**config.mk**
```make
export PLATFORM = sky130hd
export DESIGN_NAME = instr_fetch_unit
export DESIGN_NICKNAME = d
export VERILOG_FILES = /design/src/rtl/instr_fetch_unit.sv
export SDC_FILE = /design/constraint.sdc
export NUM_CORES = 1
export LEC_CHECK = 0
export CAP_MARGIN = 20
export CORE_MARGIN = 5
export CORE_UTILIZATION = 40
export DETAILED_ROUTE_END_ITERATION = 8
export SYNTH_ARGS = -nofsm -noshare
export SYNTH_HDL_FRONTEND = slang
export SYNTH_SLANG_ARGS = --single-unit
export TNS_END_PERCENT = 50
```
**constraint.sdc**
```tcl
create_clock -name clk_i -period 4.66 [get_ports clk_i]
set_input_delay 0.699 -clock clk_i [delete_from_list [all_inputs] [get_ports clk_i]]
set_output_delay 0.699 -clock clk_i [all_outputs]
set_load 0.005 [all_outputs]
```
**src/rtl/instr_fetch_unit.sv**
```systemverilog
// Instruction fetch unit: PC generation, credit-limited imem requests, in-order response buffer.
// Optional macro FETCH_JUMP_PREDICT_EN enables self-redirect on j/jal words as they are buffered.
module instr_fetch_unit #(
  parameter logic [31:0] RESET_PC  = 32'h0000_0000,
  parameter int          BUF_DEPTH = 2
) (
  input  logic        clk_i,
  input  logic        rst_i,
  output logic        imem_req_o,
  output logic [31:0] imem_addr_o,
  input  logic        imem_gnt_i,
  input  logic        imem_rvalid_i,
  input  logic [31:0] imem_rdata_i,
  input  logic        redirect_i,
  input  logic [31:0] redirect_pc_i,
  output logic        instr_valid_o,
  input  logic        instr_ready_i,
  output logic [31:0] instr_o,
  output logic [5:0]  instr_op_o,
  output logic [31:0] pc_o,
  output logic [31:0] pc_plus4_o
);

  localparam int PW = $clog2(BUF_DEPTH);
  localparam int CW = PW + 1;

  localparam logic [1:0] S_BOOT  = 2'd0;
  localparam logic [1:0] S_RUN   = 2'd1;
  localparam logic [1:0] S_DRAIN = 2'd2;

  logic [1:0]    r_state;
  logic [31:0]   r_fetch_pc;
  logic [CW-1:0] r_outstanding;
  logic [CW-1:0] r_discard;
  logic [CW-1:0] r_buf_count;
  logic [PW-1:0] r_buf_wr;
  logic [PW-1:0] r_buf_rd;
  logic [PW-1:0] r_tag_wr;
  logic [PW-1:0] r_tag_rd;
  logic [31:0]   r_buf_instr [BUF_DEPTH];
  logic [31:0]   r_buf_pc    [BUF_DEPTH];
  logic [31:0]   r_tag_pc    [BUF_DEPTH];

  logic          w_run;
  logic          w_grant;
  logic          w_rsp;
  logic          w_push;
  logic          w_pop;
  logic          w_buf_valid;
  logic          w_self_redirect;
  logic          w_redirect;
  logic [31:0]   w_redirect_pc;
  logic [31:0]   w_rsp_pc;
  logic [CW-1:0] w_out_next;
  logic [CW:0]   w_credit_used;

  assign w_run         = (r_state == S_RUN);
  assign w_credit_used = {1'b0, r_outstanding} + {1'b0, r_buf_count};
  assign imem_req_o    = w_run && (w_credit_used < (CW+1)'(BUF_DEPTH));
  assign imem_addr_o   = imem_req_o ? r_fetch_pc : 32'd0;

  assign w_grant     = imem_req_o & imem_gnt_i;
  assign w_rsp       = imem_rvalid_i && (r_outstanding != '0);
  assign w_rsp_pc    = r_tag_pc[r_tag_rd];
  assign w_push      = w_run & w_rsp & ~redirect_i;
  assign w_buf_valid = (r_buf_count != '0);
  assign w_pop       = w_buf_valid & instr_ready_i;
  assign w_out_next  = r_outstanding + CW'(w_grant) - CW'(w_rsp);

`ifdef FETCH_JUMP_PREDICT_EN
  logic [31:0] w_rsp_pc_plus4;
  logic [31:0] w_jump_pc;
  assign w_rsp_pc_plus4  = w_rsp_pc + 32'd4;
  assign w_jump_pc       = {w_rsp_pc_plus4[31:28], imem_rdata_i[25:0], 2'b00};
  // j = 000010, jal = 000011; external redirect takes priority
  assign w_self_redirect = w_push && (imem_rdata_i[31:27] == 5'b00001);
  assign w_redirect_pc   = redirect_i ? redirect_pc_i : w_jump_pc;
`else
  assign w_self_redirect = 1'b0;
  assign w_redirect_pc   = redirect_pc_i;
`endif

  assign w_redirect = redirect_i | w_self_redirect;

  always_ff @(posedge clk_i or negedge rst_i) begin
    if (!rst_i) begin
      r_state       <= S_BOOT;
      r_fetch_pc    <= RESET_PC;
      r_outstanding <= '0;
      r_discard     <= '0;
      r_buf_count   <= '0;
      r_buf_wr      <= '0;
      r_buf_rd      <= '0;
      r_tag_wr      <= '0;
      r_tag_rd      <= '0;
    end else begin
      r_outstanding <= w_out_next;
      // Tag FIFO tracks every granted PC, so stale responses pop it in order too.
      if (w_grant) r_tag_wr <= r_tag_wr + PW'(1);
      if (w_rsp)   r_tag_rd <= r_tag_rd + PW'(1);

      if (w_redirect)   r_fetch_pc <= w_redirect_pc & ~32'd3;
      else if (w_grant) r_fetch_pc <= r_fetch_pc + 32'd4;

      if (redirect_i) begin
        r_buf_count <= '0;
        r_buf_wr    <= '0;
        r_buf_rd    <= '0;
      end else begin
        if (w_push) r_buf_wr <= r_buf_wr + PW'(1);
        if (w_pop)  r_buf_rd <= r_buf_rd + PW'(1);
        r_buf_count <= r_buf_count + CW'(w_push) - CW'(w_pop);
      end

      case (r_state)
        S_BOOT:  r_state <= S_RUN;
        S_RUN: begin
          if (w_redirect && (w_out_next != '0)) begin
            r_state   <= S_DRAIN;
            r_discard <= w_out_next;
          end
        end
        S_DRAIN: begin
          if (w_rsp) begin
            r_discard <= r_discard - CW'(1);
            if (r_discard <= CW'(1)) r_state <= S_RUN;
          end else if (r_discard == '0) begin
            r_state <= S_RUN;
          end
        end
        default: r_state <= S_BOOT;
      endcase
    end
  end

  // Payload storage needs no reset: outputs are masked while the buffer is empty.
  always_ff @(posedge clk_i) begin
    if (w_push) begin
      r_buf_instr[r_buf_wr] <= imem_rdata_i;
      r_buf_pc[r_buf_wr]    <= w_rsp_pc;
    end
    if (w_grant) r_tag_pc[r_tag_wr] <= r_fetch_pc;
  end

  assign instr_valid_o = w_buf_valid;
  assign instr_o       = w_buf_valid ? r_buf_instr[r_buf_rd] : 32'd0;
  assign pc_o          = w_buf_valid ? r_buf_pc[r_buf_rd] : 32'd0;
  assign pc_plus4_o    = w_buf_valid ? (r_buf_pc[r_buf_rd] + 32'd4) : 32'd0;
  assign instr_op_o    = instr_o[31:26];

  a_no_overflow: assert property (@(posedge clk_i) disable iff (!rst_i)
    !(w_push && !w_pop && (r_buf_count == CW'(BUF_DEPTH))));
  a_rvalid_tracked: assert property (@(posedge clk_i) disable iff (!rst_i)
    !(imem_rvalid_i && (r_outstanding == '0)));

endmodule

```
**After elaboration in Yosys (flattened, before gate mapping)**

Memory sizes are Yosys's and may differ from the RTL's.
Cells that the tools add are included.

- Register bits: 44
- Bits in latches: 0
- Memory bits (writable): 192
- Memory bits (read-only): 0
- Input bits: 70
- Output and inout port bits: 136
- Logic and storage cells: 74
- Memories: 3

Memories:

| name | depth | bits a word | read ports | clocked after Yosys merged registers in | write ports | line | RTL |
|---|---|---|---|---|---|---|---|
| r_buf_instr | 2 | 32 | 1 | 0 | 1 | 40 | `logic [31:0] r_buf_instr [BUF_DEPTH];` |
| r_buf_pc | 2 | 32 | 1 | 0 | 1 | 41 | `logic [31:0] r_buf_pc [BUF_DEPTH];` |
| r_tag_pc | 2 | 32 | 1 | 0 | 1 | 42 | `logic [31:0] r_tag_pc [BUF_DEPTH];` |

- $add $sub $neg: 12
- $mul: 0
- Divide/modulo/power cells: 0
- Magnitude comparators: 2
- Equal/unequal tests: 6
- Shift-type cells: 0
- Muxes and demuxes: 23
- Bitwise logic cells: 5
- Reduce and logical (&&, ||, !) cells: 14

Operator list:

| cell | count |
|---|---|
| 32-bit two-way mux | 6 |
| 32-bit by 3-bit adder with 32-bit output, second input constant | 2 |
| 2-bit two-way mux | 7 |
| 2-bit nonzero test | 7 |
| 1-bit two-way mux | 8 |
| 3-bit != test, second input constant | 2 |
| 2-bit one-hot mux with 3 select lines | 1 |
| 3-bit AND reduction | 2 |
| 1-bit adder, second input constant | 4 |
| 2-bit by 1-bit adder with 2-bit output | 2 |
| 1-bit bitwise AND | 4 |
| 2-bit zero test | 2 |
| 2-bit one-hot mux with 2 select lines | 1 |
| 2-bit by 1-bit subtractor with 2-bit output | 2 |
| 2-bit by 2-bit adder with 3-bit output | 1 |
| 1-bit logical AND | 3 |
| 3-bit by 2-bit < comparator with 1-bit output, second input constant | 1 |
| 2-bit by 1-bit equality test with 1-bit output, second input constant | 1 |
| 2-bit equality test, second input constant | 1 |
| 2-bit by 1-bit less-or-equal comparator with 1-bit output, second input constant | 1 |
| 2-bit by 1-bit != test with 1-bit output, second input constant | 1 |
| 2-bit != test, second input constant | 1 |
| 2-bit by 1-bit subtractor with 2-bit output, second input constant | 1 |
| 1-bit NOT | 1 |

**Logic depth before layout (Yosys ltp)**

- Depth after elaboration: 10
- Gate-level depth with buffers: 14
- Depth with buffers taken out: 13

**Worst setup path after synthesis**

No wires, ideal clock.

- Path kind: input to register
- Start: input port redirect_i
- End: memory r_buf_instr[0][0], enable pin
- Setup time: 0.482 ns
- Data arrival time: 3.871 ns
- Required time: 4.178 ns
- Setup slack: 0.306 ns
- Stages: 3
- Path buffers: 1
- Path through: clkbuf_1 or3_1 nor2_1

- Longest elaborated chain between the ends: 4

Ends and longest elaborated chain:

| item | line | RTL |
|---|---|---|
| start: declaration | 14 | `input logic redirect_i,` |
| 1-bit NOT | 65 | `assign w_push = w_run & w_rsp & ~redirect_i;` |
| 1-bit bitwise AND | 65 |  |
| 1-bit two-way mux | 138 | `if (w_push) begin` |
| 1-bit two-way mux (not written as such) | 139 | `r_buf_instr[r_buf_wr] <= imem_rdata_i;` |
| end: declaration | 40 |  |

No other way between the ends.

**Worst setup path after layout**

- Start: register r_buf_rd
- End: output port pc_plus4_o[26]

- Longest elaborated chain between the ends: 3

Ends and longest elaborated chain:

| item | line | RTL |
|---|---|---|
| start: declaration | 37 | `logic [PW-1:0] r_buf_rd;` |
| start signal: assignment | 111 | `if (w_pop) r_buf_rd <= r_buf_rd + PW'(1);` |
| memory read 2 x 32 bit | -- |  |
| 32-bit by 3-bit adder with 32-bit output | 148 | `assign pc_plus4_o = w_buf_valid ? (r_buf_pc[r_buf_rd] + 32'd4) : 32'd0;` |
| 32-bit two-way mux | 148 |  |
| end: declaration | 21 | `output logic [31:0] pc_plus4_o` |

No other way between the ends.

==> summary.txt <==
Outcome
  – Status: finished, final reports clean

Timing
  – Slew headroom: 42.4%
  – Fin. max-slew vios: 0
  – Worst-margin pin slew: 864 ps
  – Final worst path period need: 4220 ps
  – Final TNS setup: 0 ps
  – Unrepaired setup endpoints after global routing: no
  – Worst Skew: 26.0 ps
  – Max Clk Rate: 237 MHz
  – Final period util: 90.6%
  – Final hold violations: 0
  – Finish-stage setup viols: 0

Power
  – Leakage: 0.00460 uW
  – Pwr dens: 517 nW/um^2
  – Max IR drop VDD: 0.233 mV

Routing
  – WL final: 23600 um
  – Number of vias per cell: 4.98
  – Drt pass-1 iters: 5
  – # DRC: 0
  – Routed vias: 6838
  – Post-route ant nets: 0
  – Wirelength per Cell: 17.2 um
  – Drt initial violations: 296

Synth
  – Synth async-reset ratio: 18.6%
  – Largest cells by area after synthesis: edfxtp_1 (53%), dfrtp_1 (10%), mux2i_1 (5.0%)
  – Mapped Cells: 830
  – Syn Std Cell Area: 10500 um^2
  – EDFF count, synth: 184
  – #FFs+latches synth: 226
  – Syn avg cell area: 12.6 um^2
  – Yosys cell types: 50
  – Sequential share of the synthesized area: 62.9%
  – Most used flip-flop cell after synthesis: edfxtp_1
  – Synth area leader: edfxtp_1
  – Yosys top cell area share: 52.8%
  – Ys Warns: 0

Layout
  – Area delta synth->final: 29.6%
  – Fin nets: 1100
  – Layout cells sized above 1: 10.0%
  – ANT cells: 0
  – Cell area after layout: 13600 um^2

Critical path
  – WP data arrival: 3520 ps
  – Max FO, Critical Path: 86
  – Startpoint type of the worst setup path: register
  – Crit path required time: 3960 ps
  – Critical Path End Type: output pin
  – Critical path class: register to output pin

Global routing
  – Vias in the first global route: 6905
  – Total grt overflow: 0
  – GRT Util Overall: 15.8%
  – Largest net degree at the start of global routing: 87
  – Antenna violations before repair: 0
  – First-pass GRT wire length: 37400 um

Clock network
  – Worst-path clk slew: 60 ps
  – Root Buffer: clkbuf_16
  – H-tree levels: 1
  – Post_cts resized: 0
  – Clock tree buffer depth: 3
  – TritonCTS buffer count: 25
  – CTS tree: built
  – CTS Sinks: 226
  – Clk_lat worst skew: 520 ps

Floorplanning
  – Die Span Y: 172 um
  – Die X: 172 um
  – IO Count: 206
  – Starting Density: 40.4%
  – CORE AREA: 25900 um^2
  – Row Count: 59
  – Die area: 29500 um^2

Job
  – Max-cap violations: 0

Hold path
  – Worst hold path class: primary input to async pin

Place
  – Area post-placement: 12800 um^2
  – Final GP Congestion: 0.775
  – DP HPWL: 16100 um
  – # port buffers: 197
==> repair_timing <==
action                     4_1_cts  5_1_grt
setup endpoints to repair        1        0
buffers inserted                 2        0
hold buffers                     0        0
==> cell usage after synthesis (all sizes together) (3+ instances only) <==
library cell,n
nor2,88
xnor2,35
nor4,11
buf,25
inv,16
nand3,30
ha,8
a32oi,4
a21oi,9
nand2,58
a31oi,5
clkbuf,28
nor3,13
mux2,43
and2,47
dfrtp,42
or2,3
o21ai,36
o31ai,9
nand2b,4
and3,7
nand4,15
edfxtp,184
o41ai,4
nand3b,8
a22oi,4
nor2b,6
xor2,15
mux2i,52
==> final cells by class <==
type                            count  area [um^2]
Sequential cell                   226         6580
Clock inverter                      9         98.8
Timing Repair Buffer              212         2100
Inverter                           16         60.1
Clock buffer                       35          683
Tap cell                          335          419
Multi-Input combinational cell    540         3610
Fill cell                        2252        12400
==> critical path: stages, from the launching register on <==
cell and delay [ps]:
dfrtp_4 610, buf_12 430, nand4_1 180, a22oi_1 250, nand4_1 150, buf_4 210
nor4_1 320, mux2_2 370, clkdlybuf4s50_1 440
==> kinds of logic (layout without fill, tap and decap cells) <==
| family | after synthesis | after routing | synth area share, % |
|---|---|---|---|
| other | 1 | 6 | 0.0358 |
| DFF | 226 | 226 | 62.9 |
| xor gates and xnor gates | 50 | 50 | 4.19 |
| muxes | 95 | 95 | 9.60 |
| buffers and inverters | 69 | 272 | 3.09 |
| adders and majority gates | 9 | 9 | 1.15 |
| and+or+nand+nor | 298 | 298 | 14.1 |
| AOI/OAI and AO/OA | 82 | 82 | 4.94 |
==> cells in the final DEF, fill, tap and decap left out, types with 4 or more instances in the layout <==
cell type	instances
a32oi_1	4
a22oi_1	4
clkbuf_1	8
buf_4	13
nand2b_1	4
nor2b_1	6
nand2_1	58
o41ai_1	4
nand4_1	15
nand3b_1	8
conb_1	6
a21oi_1	9
a31oi_1	5
dfrtp_1	41
ha_1	8
o31ai_1	9
clkdlybuf4s50_1	195
mux2i_1	52
and3_1	6
inv_1	16
nor3_1	13
nand3_1	28
nor2_1	84
mux2_2	42
xnor2_1	35
nor4_1	11
o21ai_0	36
and2_1	47
edfxtp_1	184
clkbuf_16	25
xor2_1	15
==> per-stage QoR <==
step	utilization, %	worst slack (ps)	power (uW)	hold slack [ps]	instances
final	52.3	440	7010	263	1373
after floorplan	-	306	4040	403	835
after CTS	52.3	360	7120	272	1373
after global placement	49.2	541	5200	467	1327
after global routing	52.3	123	7430	303	1373
after detailed placement	49.2	519	5220	464	1327
==> path summary, 6_finish.rpt <==
| path | start | to | slack, ps | cells after the start |
|---|---|---|---|---|
| setup / recovery | r_buf_rd | pc_plus4_o[26] | 440 | 8 |
| hold / removal | rst_i | r_fetch_pc[30] | 260 | 2 |
| setup reg to reg | r_buf_count[0] | r_discard[0] | 1250 | 13 |
| hold reg to reg | r_discard[0] | r_discard[0] | 470 | 1 |
| max in group asynchronous | rst_i | r_buf_rd | 3970 | 2 |
| min in group clk_i | r_discard[0] | r_discard[0] | 470 | 1 |
==> report_power, final <==
group          internal, uW  total (uW)  leakage, uW  switching, uW
sequential             2550        2740      0.00218            193
clock                  1130        1860     0.000382            735
combinational          1250        2410      0.00204           1160
==> registers in the layout (all words and copies together), names as in the netlist <==
register       flops
r_buf_instr       64
r_buf_pc          60
r_tag_pc          60
r_fetch_pc        30
r_buf_count        2
r_discard          2
r_outstanding      2
r_state            2
r_buf_rd           1
r_buf_wr           1
r_tag_rd           1
r_tag_wr           1
==> layer usage <==
layer | vias to the layer above | share of wire (%) | GRT usage, %
met5 | - | 0 | 0
met4 | 0 | 1.5 | 3.38
met3 | 31 | 6.1 | 2.76
met2 | 198 | 45 | 25.3
met1 | 3222 | 48 | 23.0
li1 | 3387 | - | -
No activity file was read; power rests on OpenSTA's default activity.
